File: src/rtl/router_pkg.sv
// Shared constants for the router ingress control path: state encoding,
// address geometry and a helper that picks one port's flag by address.
package router_pkg;

    localparam int NUM_PORTS = 3;
    localparam int ADDR_W    = 2;

    localparam logic [ADDR_W-1:0] ADDR_INVALID = 2'b11;

    localparam logic [2:0] DA  = 3'd0;
    localparam logic [2:0] LFD = 3'd1;
    localparam logic [2:0] LD  = 3'd2;
    localparam logic [2:0] FFS = 3'd3;
    localparam logic [2:0] LAF = 3'd4;
    localparam logic [2:0] LP  = 3'd5;
    localparam logic [2:0] CPE = 3'd6;
    localparam logic [2:0] WTE = 3'd7;

    // The invalid address selects no port, so its flag reads as 0.
    function automatic logic port_bit(input logic [NUM_PORTS-1:0] flags,
                                      input logic [ADDR_W-1:0]    addr);
        return (addr != ADDR_INVALID) ? flags[addr] : 1'b0;
    endfunction

endpackage

File: src/rtl/router_fsm_if.sv
// Status inputs and capture strobes between the router control FSM and
// the register block / synchronizer.
interface router_fsm_if;
    import router_pkg::*;

    logic              pkt_valid;
    logic [ADDR_W-1:0] data_in;
    logic              fifo_full;
    logic              fifo_empty_0;
    logic              fifo_empty_1;
    logic              fifo_empty_2;
    logic              soft_reset_0;
    logic              soft_reset_1;
    logic              soft_reset_2;
    logic              parity_done;
    logic              low_pkt_valid;

    logic              detect_add;
    logic              lfd_state;
    logic              ld_state;
    logic              laf_state;
    logic              full_state;
    logic              write_enb_reg;
    logic              rst_int_reg;
    logic              busy;

    modport master (
        output pkt_valid, data_in, fifo_full,
               fifo_empty_0, fifo_empty_1, fifo_empty_2,
               soft_reset_0, soft_reset_1, soft_reset_2,
               parity_done, low_pkt_valid,
        input  detect_add, lfd_state, ld_state, laf_state, full_state,
               write_enb_reg, rst_int_reg, busy
    );

    modport slave (
        input  pkt_valid, data_in, fifo_full,
               fifo_empty_0, fifo_empty_1, fifo_empty_2,
               soft_reset_0, soft_reset_1, soft_reset_2,
               parity_done, low_pkt_valid,
        output detect_add, lfd_state, ld_state, laf_state, full_state,
               write_enb_reg, rst_int_reg, busy
    );

endinterface

File: src/rtl/router_fsm.sv
// Control sequencer for the 1x3 router ingress path: tracks packet phase,
// stalls on FIFO full and emits Moore capture strobes.
module router_fsm
    import router_pkg::*;
(
    input  logic         clock,
    input  logic         reset,
    router_fsm_if.slave  bus
);

    logic [2:0]           state;
    logic [2:0]           next_state;
    logic [ADDR_W-1:0]    addr_q;
    logic [NUM_PORTS-1:0] empty;
    logic [NUM_PORTS-1:0] soft_rst;
    logic                 addr_ok;

    assign empty    = {bus.fifo_empty_2, bus.fifo_empty_1, bus.fifo_empty_0};
    assign soft_rst = {bus.soft_reset_2, bus.soft_reset_1, bus.soft_reset_0};
    assign addr_ok  = bus.pkt_valid && (bus.data_in != ADDR_INVALID);

    always_ff @(posedge clock) begin
        if (reset) begin
            state  <= DA;
            addr_q <= ADDR_INVALID;
        end else begin
            state <= next_state;
            if (state == DA && addr_ok)
                addr_q <= bus.data_in;
        end
    end

    // A read timeout on the packet's own port aborts it from any busy state.
    always_comb begin
        next_state = state;
        if (state != DA && port_bit(soft_rst, addr_q)) begin
            next_state = DA;
        end else begin
            case (state)
                DA:  if (addr_ok)
                         next_state = port_bit(empty, bus.data_in) ? LFD : WTE;
                LFD: next_state = LD;
                LD:  if (bus.fifo_full)       next_state = FFS;
                     else if (!bus.pkt_valid) next_state = LP;
                FFS: if (!bus.fifo_full)      next_state = LAF;
                LAF: if (bus.parity_done)        next_state = DA;
                     else if (bus.low_pkt_valid) next_state = LP;
                     else                        next_state = LD;
                LP:  next_state = CPE;
                CPE: next_state = bus.fifo_full ? FFS : DA;
                WTE: if (port_bit(empty, addr_q)) next_state = LFD;
                default: next_state = DA;
            endcase
        end
    end

    assign bus.detect_add    = (state == DA);
    assign bus.lfd_state     = (state == LFD);
    assign bus.ld_state      = (state == LD);
    assign bus.laf_state     = (state == LAF);
    assign bus.full_state    = (state == FFS);
    assign bus.rst_int_reg   = (state == CPE);
    assign bus.write_enb_reg = (state == LD) || (state == LP) || (state == LAF);
    assign bus.busy          = (state != DA) && (state != LD);

endmodule

File: src/flat_wrapper.sv
// flat-port wrapper written by rule: the top's interface ports become plain ports
module router_fsm_flat import router_pkg::*;
  (clock, reset, bus_pkt_valid, bus_data_in, bus_fifo_full, bus_fifo_empty_0, bus_fifo_empty_1, bus_fifo_empty_2, bus_soft_reset_0, bus_soft_reset_1, bus_soft_reset_2, bus_parity_done, bus_low_pkt_valid, bus_detect_add, bus_lfd_state, bus_ld_state, bus_laf_state, bus_full_state, bus_write_enb_reg, bus_rst_int_reg, bus_busy);
  router_fsm_if bus_i ();
  input  logic clock;
  input  logic reset;
  input wire logic [$bits(bus_i.pkt_valid)-1:0] bus_pkt_valid;
  input wire logic [$bits(bus_i.data_in)-1:0] bus_data_in;
  input wire logic [$bits(bus_i.fifo_full)-1:0] bus_fifo_full;
  input wire logic [$bits(bus_i.fifo_empty_0)-1:0] bus_fifo_empty_0;
  input wire logic [$bits(bus_i.fifo_empty_1)-1:0] bus_fifo_empty_1;
  input wire logic [$bits(bus_i.fifo_empty_2)-1:0] bus_fifo_empty_2;
  input wire logic [$bits(bus_i.soft_reset_0)-1:0] bus_soft_reset_0;
  input wire logic [$bits(bus_i.soft_reset_1)-1:0] bus_soft_reset_1;
  input wire logic [$bits(bus_i.soft_reset_2)-1:0] bus_soft_reset_2;
  input wire logic [$bits(bus_i.parity_done)-1:0] bus_parity_done;
  input wire logic [$bits(bus_i.low_pkt_valid)-1:0] bus_low_pkt_valid;
  output wire logic [$bits(bus_i.detect_add)-1:0] bus_detect_add;
  output wire logic [$bits(bus_i.lfd_state)-1:0] bus_lfd_state;
  output wire logic [$bits(bus_i.ld_state)-1:0] bus_ld_state;
  output wire logic [$bits(bus_i.laf_state)-1:0] bus_laf_state;
  output wire logic [$bits(bus_i.full_state)-1:0] bus_full_state;
  output wire logic [$bits(bus_i.write_enb_reg)-1:0] bus_write_enb_reg;
  output wire logic [$bits(bus_i.rst_int_reg)-1:0] bus_rst_int_reg;
  output wire logic [$bits(bus_i.busy)-1:0] bus_busy;
  assign bus_i.pkt_valid = bus_pkt_valid;
  assign bus_i.data_in = bus_data_in;
  assign bus_i.fifo_full = bus_fifo_full;
  assign bus_i.fifo_empty_0 = bus_fifo_empty_0;
  assign bus_i.fifo_empty_1 = bus_fifo_empty_1;
  assign bus_i.fifo_empty_2 = bus_fifo_empty_2;
  assign bus_i.soft_reset_0 = bus_soft_reset_0;
  assign bus_i.soft_reset_1 = bus_soft_reset_1;
  assign bus_i.soft_reset_2 = bus_soft_reset_2;
  assign bus_i.parity_done = bus_parity_done;
  assign bus_i.low_pkt_valid = bus_low_pkt_valid;
  assign bus_detect_add = bus_i.detect_add;
  assign bus_lfd_state = bus_i.lfd_state;
  assign bus_ld_state = bus_i.ld_state;
  assign bus_laf_state = bus_i.laf_state;
  assign bus_full_state = bus_i.full_state;
  assign bus_write_enb_reg = bus_i.write_enb_reg;
  assign bus_rst_int_reg = bus_i.rst_int_reg;
  assign bus_busy = bus_i.busy;
  router_fsm u_core (.clock(clock), .reset(reset), .bus(bus_i));
endmodule
File: config.mk
export PLATFORM = sky130hd
export DESIGN_NAME = router_fsm_flat
export DESIGN_NICKNAME = d
export VERILOG_FILES = /design/src/rtl/router_pkg.sv /design/src/rtl/router_fsm_if.sv /design/src/rtl/router_fsm.sv /design/src/flat_wrapper.sv
export SDC_FILE = /design/constraint.sdc
export NUM_CORES = 1
export LEC_CHECK = 0
export CELL_PAD_IN_SITES_DETAIL_PLACEMENT = 0
export CELL_PAD_IN_SITES_GLOBAL_PLACEMENT = 1
export CORE_ASPECT_RATIO = 0.9
export CORE_UTILIZATION = 29
export DETAILED_ROUTE_END_ITERATION = 6
export PLACE_DENSITY = 0.93
export SLEW_MARGIN = 20
export SYNTH_ARGS = -nofsm -noshare
export SYNTH_HDL_FRONTEND = slang
export SYNTH_SLANG_ARGS = --single-unit
File: constraint.sdc
create_clock -name clock -period 4.32 [get_ports clock]
set_clock_uncertainty 0.15 [all_clocks]
set_input_delay 0.432 -clock clock [delete_from_list [all_inputs] [get_ports clock]]
set_output_delay 0.432 -clock clock [all_outputs]
set_load 0.01 [all_outputs]
# Word level (Yosys, flattened, before mapping)
# Index checks and enable logic that the tools add are counted.
# totals
ff_bits	5
in_bits	14
out_inout_bits	8
word_cells	47
# op_classes
magnitude_cmp	2
n_eq_ne	14
n_mux	19
n_reduce_logical	10
# ops
operator	count
2-to-1 mux 3 bit	8
case mux 3 bit (8 select lines)	1
== test 3 bit (second input constant)	4
binary-select mux 1 bit (select 2 bit)	3
== test 3 x 2 -> 1 bit (second input constant)	2
less-than comparator 2 x 3 -> 1 bit (second input constant)	2
2-to-1 mux 1 bit	6
!= test 2 bit (second input constant)	3
logical AND 1 bit	4
!= test 2 x 1 -> 1 bit (second input constant)	2
AND reduction 4 bit	1
== test 3 x 1 -> 1 bit (second input constant)	1
zero test 3 bit	1
!= test 3 x 2 -> 1 bit (second input constant)	1
!= test 3 bit (second input constant)	1
nonzero test 3 bit	1
logical OR 1 bit	2
2-to-1 mux 2 bit	1
OR reduction 2 bit	1

# Logic depth before layout (Yosys ltp)
# depth
ltp_word	6
depth_mapped	5
depth_no_buf	4

# Worst setup path after synthesis
# Ideal clock, no wire load.
# synth_path
path_type	reg2out
startpoint	register u_core.state[2]
endpoint	output bus_write_enb_reg
arrival_ps	986
required_time_ps	3738
path_slack_ps	2752
stages_incl_launch_ff	4
path_buffers	1
path_cell_list	dfxtp_1 > buf_2 > or2b_1 > o21ai_0
# synth_between
elab_chain_len	3
elab_cells_between_ends	5
cone_classes	eq/ne (3); reduce/logical (2)
# synth_lines
item	line_no	text
start: declaration	router_fsm.sv:11	logic [2:0] state;
start signal: assignment	router_fsm.sv:27	state <= next_state;
== test 3 x 2 -> 1 bit / == test 3 bit (equally long branches)	router_fsm.sv:63	assign bus.write_enb_reg = (state == LD) || (state == LP) || (state == LAF);
logical OR 1 bit	router_fsm.sv:63	
logical OR 1 bit (*)	router_fsm.sv:63	
end: declaration	flat_wrapper.sv:23	output wire logic [$bits(bus_i.write_enb_reg)-1:0] bus_write_enb_reg;
# Mark *: on every way between the ends. The rest lies on a longest branch, timed or not.

# Worst setup path after layout
# layout_path
startpoint	register u_core.state[0]
endpoint	output bus_detect_add
# layout_between
elab_chain_len	1
# layout_lines
item	line_no	text
zero test 3 bit	router_fsm.sv:57	assign bus.detect_add = (state == DA);
end: declaration	flat_wrapper.sv:18	output wire logic [$bits(bus_i.detect_add)-1:0] bus_detect_add;
# Every way passes these cells.

==> run summary <==
POWER AND IR DROP
--------------------------------------------------------------------------------------------------
Power per cell area                                                                     615 mW/mm2
Total leakage power                                                                       0.291 nW
Worst ir drop on vdd                                                                      0.240 mV

PLACE
--------------------------------------------------------------------------------------------------
Post-detailed-placement half-perimeter wirelength                                           845 um
Number of placed cells counting well taps                                                      102
IO Port Bufs                                                                                    21
Worst slack at placement                                                                   2210 ps
Final Wtd Congestion                                                                         0.729

LOGIC SYNTHESIS
--------------------------------------------------------------------------------------------------
Top-area cell type share of the netlist area                                                 21.2%
Leading area contributor after synthesis                                                   dfxtp_1
Net count after synthesis                                                                       77
Number of enable flip-flop cells after synthesis                                                 0
Cells taking the most area after synthesis                                            dfxtp_1, nor3b_2, o21ai_0
Yosys warning total                                                                              0
Mean post-synth cell area                                                                 7.51 um2
Share of synthesized flip-flops with an asynchronous set or reset                               0%
Most instantiated cells after synthesis                                               nor2_1, o21ai_0, dfxtp_1, nand2_1, inv_1
Post-synthesis sequential element count                                                          5
Main synth FF type                                                                         dfxtp_1
Synth unique cells                                                                              29
Cell with the most instances after synthesis                                                nor2_1
Cell count after synthesis                                                                      63
Cell Area, Synth                                                                           473 um2
Sequential-to-total area share from yosys stat                                               21.2%

CLOCK TREE
--------------------------------------------------------------------------------------------------
Post-CTS Hold Buffers                                                                            0
Number of buffers inserted by post-CTS setup repair                                              0
Num CTS Buffers                                                                                  3
Resized cells post-CTS                                                                           0
CTS tree                                                                                     built
Bufs on Longest Clock Path                                                                       2
H-tree level count                                                                               1
Clock sink count                                                                                 5
Skew-Pair Late Insertion Delay                                                              250 ps
Clock transition time at the flip-flop clock pins of the worst setup and hold paths          50 ps
Library cell used as clock root buffer                                                    clkbuf_4

TIMING
--------------------------------------------------------------------------------------------------
Setup TNS Final                                                                               0 ps
Worst setup margin                                                                         1930 ps
Number of failing setup endpoints in the final timing report                                     0
Setup repair after global routing missed its margin                                          false
Worst slew slack as a fraction of its limit                                                  78.5%
Count of endpoints failing hold in the final timing report                                       0
Post-route fraction of the period consumed by the critical path                              55.2%
Worst-margin pin slew                                                                       322 ps
Fmax                                                                                       419 MHz
Pins Over Slew Limit                                                                             0
Minimum clock period                                                                       2390 ps
Hold_ws                                                                                     424 ps

DIE
--------------------------------------------------------------------------------------------------
Die outline area                                                                       0.00180 mm2
DIE WIDTH                                                                                  44.6 um
Top-level port count                                                                            22
Row count                                                                                       13
Core area                                                                              0.00148 mm2
Effective utilization at floorplan                                                           32.0%
Die height                                                                                 40.3 um

LAYOUT
--------------------------------------------------------------------------------------------------
N_diodes                                                                                         0
Layout filler cell count                                                                       149
Net total in the final layout                                                                   99
Layout area overhead                                                                         50.5%
Fraction of layout cells with a size suffix above 1                                          10.7%
Number of standard cells in the final layout excluding fillers                                 106

GLOBAL ROUTE
--------------------------------------------------------------------------------------------------
Via count of the first global-routing pass                                                     410
Wire length of the first global-routing pass                                               1.64 mm
Gr usage total                                                                               13.3%
Congestion Overflow GR                                                                           0
Number of antenna violations at the first check in global routing                                0
Largest net degree at the start of global routing                                               14

ROUTE
--------------------------------------------------------------------------------------------------
Number of design-rule violations left by the first detailed-router iteration                     7
Via Count                                                                                      508
Routed len/inst                                                                            10.0 um
1st-pass router iterations                                                                       4
Via/cell ratio                                                                                4.79
Final routed DRC violation total                                                                 0
Number of nets with antenna violations after routing                                             0
Routed wire length                                                                         1.06 mm

WORST SETUP PATH
--------------------------------------------------------------------------------------------------
CP max FO                                                                                       11
Data arrival at the endpoint of the critical path                                          1800 ps
Crit path capture type                                                                 output port
Category of the most critical setup path                                              flop to output port
Critical Path RT                                                                           3740 ps
Max stage delay on crit path                                                                540 ps
Source of the critical timing path                                                    u_core.state[0]
Origin of the critical flop-to-flop path                                              u_core.state[0]
Crit-path leading delay family                                                        buffers and inverters
CP cell instances                                                                     or3_1 > inv_1 > clkdlybuf4s50_1
Slowest cell on crit path                                                                    or3_1
Nature of the critical path startpoint                                                        flop
Combined buffer and inverter count along the critical path                                       2

JOB
--------------------------------------------------------------------------------------------------
Max-cap viol count                                                                               0

MIN PATH
--------------------------------------------------------------------------------------------------
Min-Delay Path Class                                                                  flop to flop
Hold Path Origin                                                                      u_core.addr_q[1]

RUN STATUS
--------------------------------------------------------------------------------------------------
Outcome                                                                                  completed

## final cells by class
cell class | instances | area, um2 | share of cell area (%)
Multi-Input combinational cell | 50 | 332 | 46.6
Timing Repair Buffer | 21 | 210 | 29.5
Sequential cell | 5 | 100 | 14.1
Tap cell | 22 | 27.5 | 3.87
Clock buffer | 3 | 22.5 | 3.16
Inverter | 4 | 15.0 | 2.11
Clock inverter | 1 | 5.00 | 0.703
## worst min-delay path, delay by kind of cell, from the launching register on
kind / cells / cell delay (ps)
flip-flops: 1 / 350
AND/OR/NAND/NOR: 1 / 110
AO/OA/AOI/OAI: 1 / 60
## stage by stage
step | total power, mW | instance area [um2] | util [%]
finish | 0.438 | 712 | 48.1
detailed placement | 0.383 | 684 | 46.2
global route | 0.474 | 712 | 48.1
floorplan | 0.294 | 473 | -
global placement | 0.380 | 684 | 46.2
CTS | 0.440 | 712 | 48.1
## report_power, final
| part | switching (mW) | leakage (nW) | internal (mW) |
|---|---|---|---|
| clock | 0.0213 | 0.0177 | 0.0336 |
| sequential | 0.0407 | 0.0413 | 0.0646 |
| combinational | 0.121 | 0.232 | 0.157 |
## kinds of logic after synthesis
logic type,count (synthesis),share of synthesized area [%]
and+or+nand+nor,28,35.2
AOI/OAI and AO/OA,20,30.7
buffers and inverters,8,8.73
DFF,5,21.2
muxes,2,4.23
## metal layers
layer | GRT usage (%) | vias to the layer above | wire (um) | share of wire [%]
met5 | 0 | - | 0 | 0
met4 | 6.82 | 0 | 0 | 0
met3 | 4.05 | 0 | 66 | 6.2
met2 | 21.0 | 17 | 494 | 46
met1 | 16.5 | 223 | 502 | 47
li1 | - | 268 | - | -
## placed cells by master, fill, tap and decap left out, types with 3 or more instances in the layout
master and instances:
clkbuf_4 3, dfxtp_1 5, nor2_1 8, nor3b_2 3
clkdlybuf4s50_1 21, o21ai_0 7, nand2_1 5, inv_1 4
or2b_1 3
## flip-flops by register name (all words and copies together) (netlist names)
signal	count
u_core.state	3
u_core.addr_q	2
## path summary, 6_finish.rpt
check | end | slack, ps | cells past startpoint
max | bus_detect_add | 1930 | 3
min | u_core.addr_q[1] | 420 | 2
max reg2reg | u_core.state[2] | 2650 | 3
min reg2reg | u_core.addr_q[1] | 420 | 2
Power figures use the tool's default switching activity.
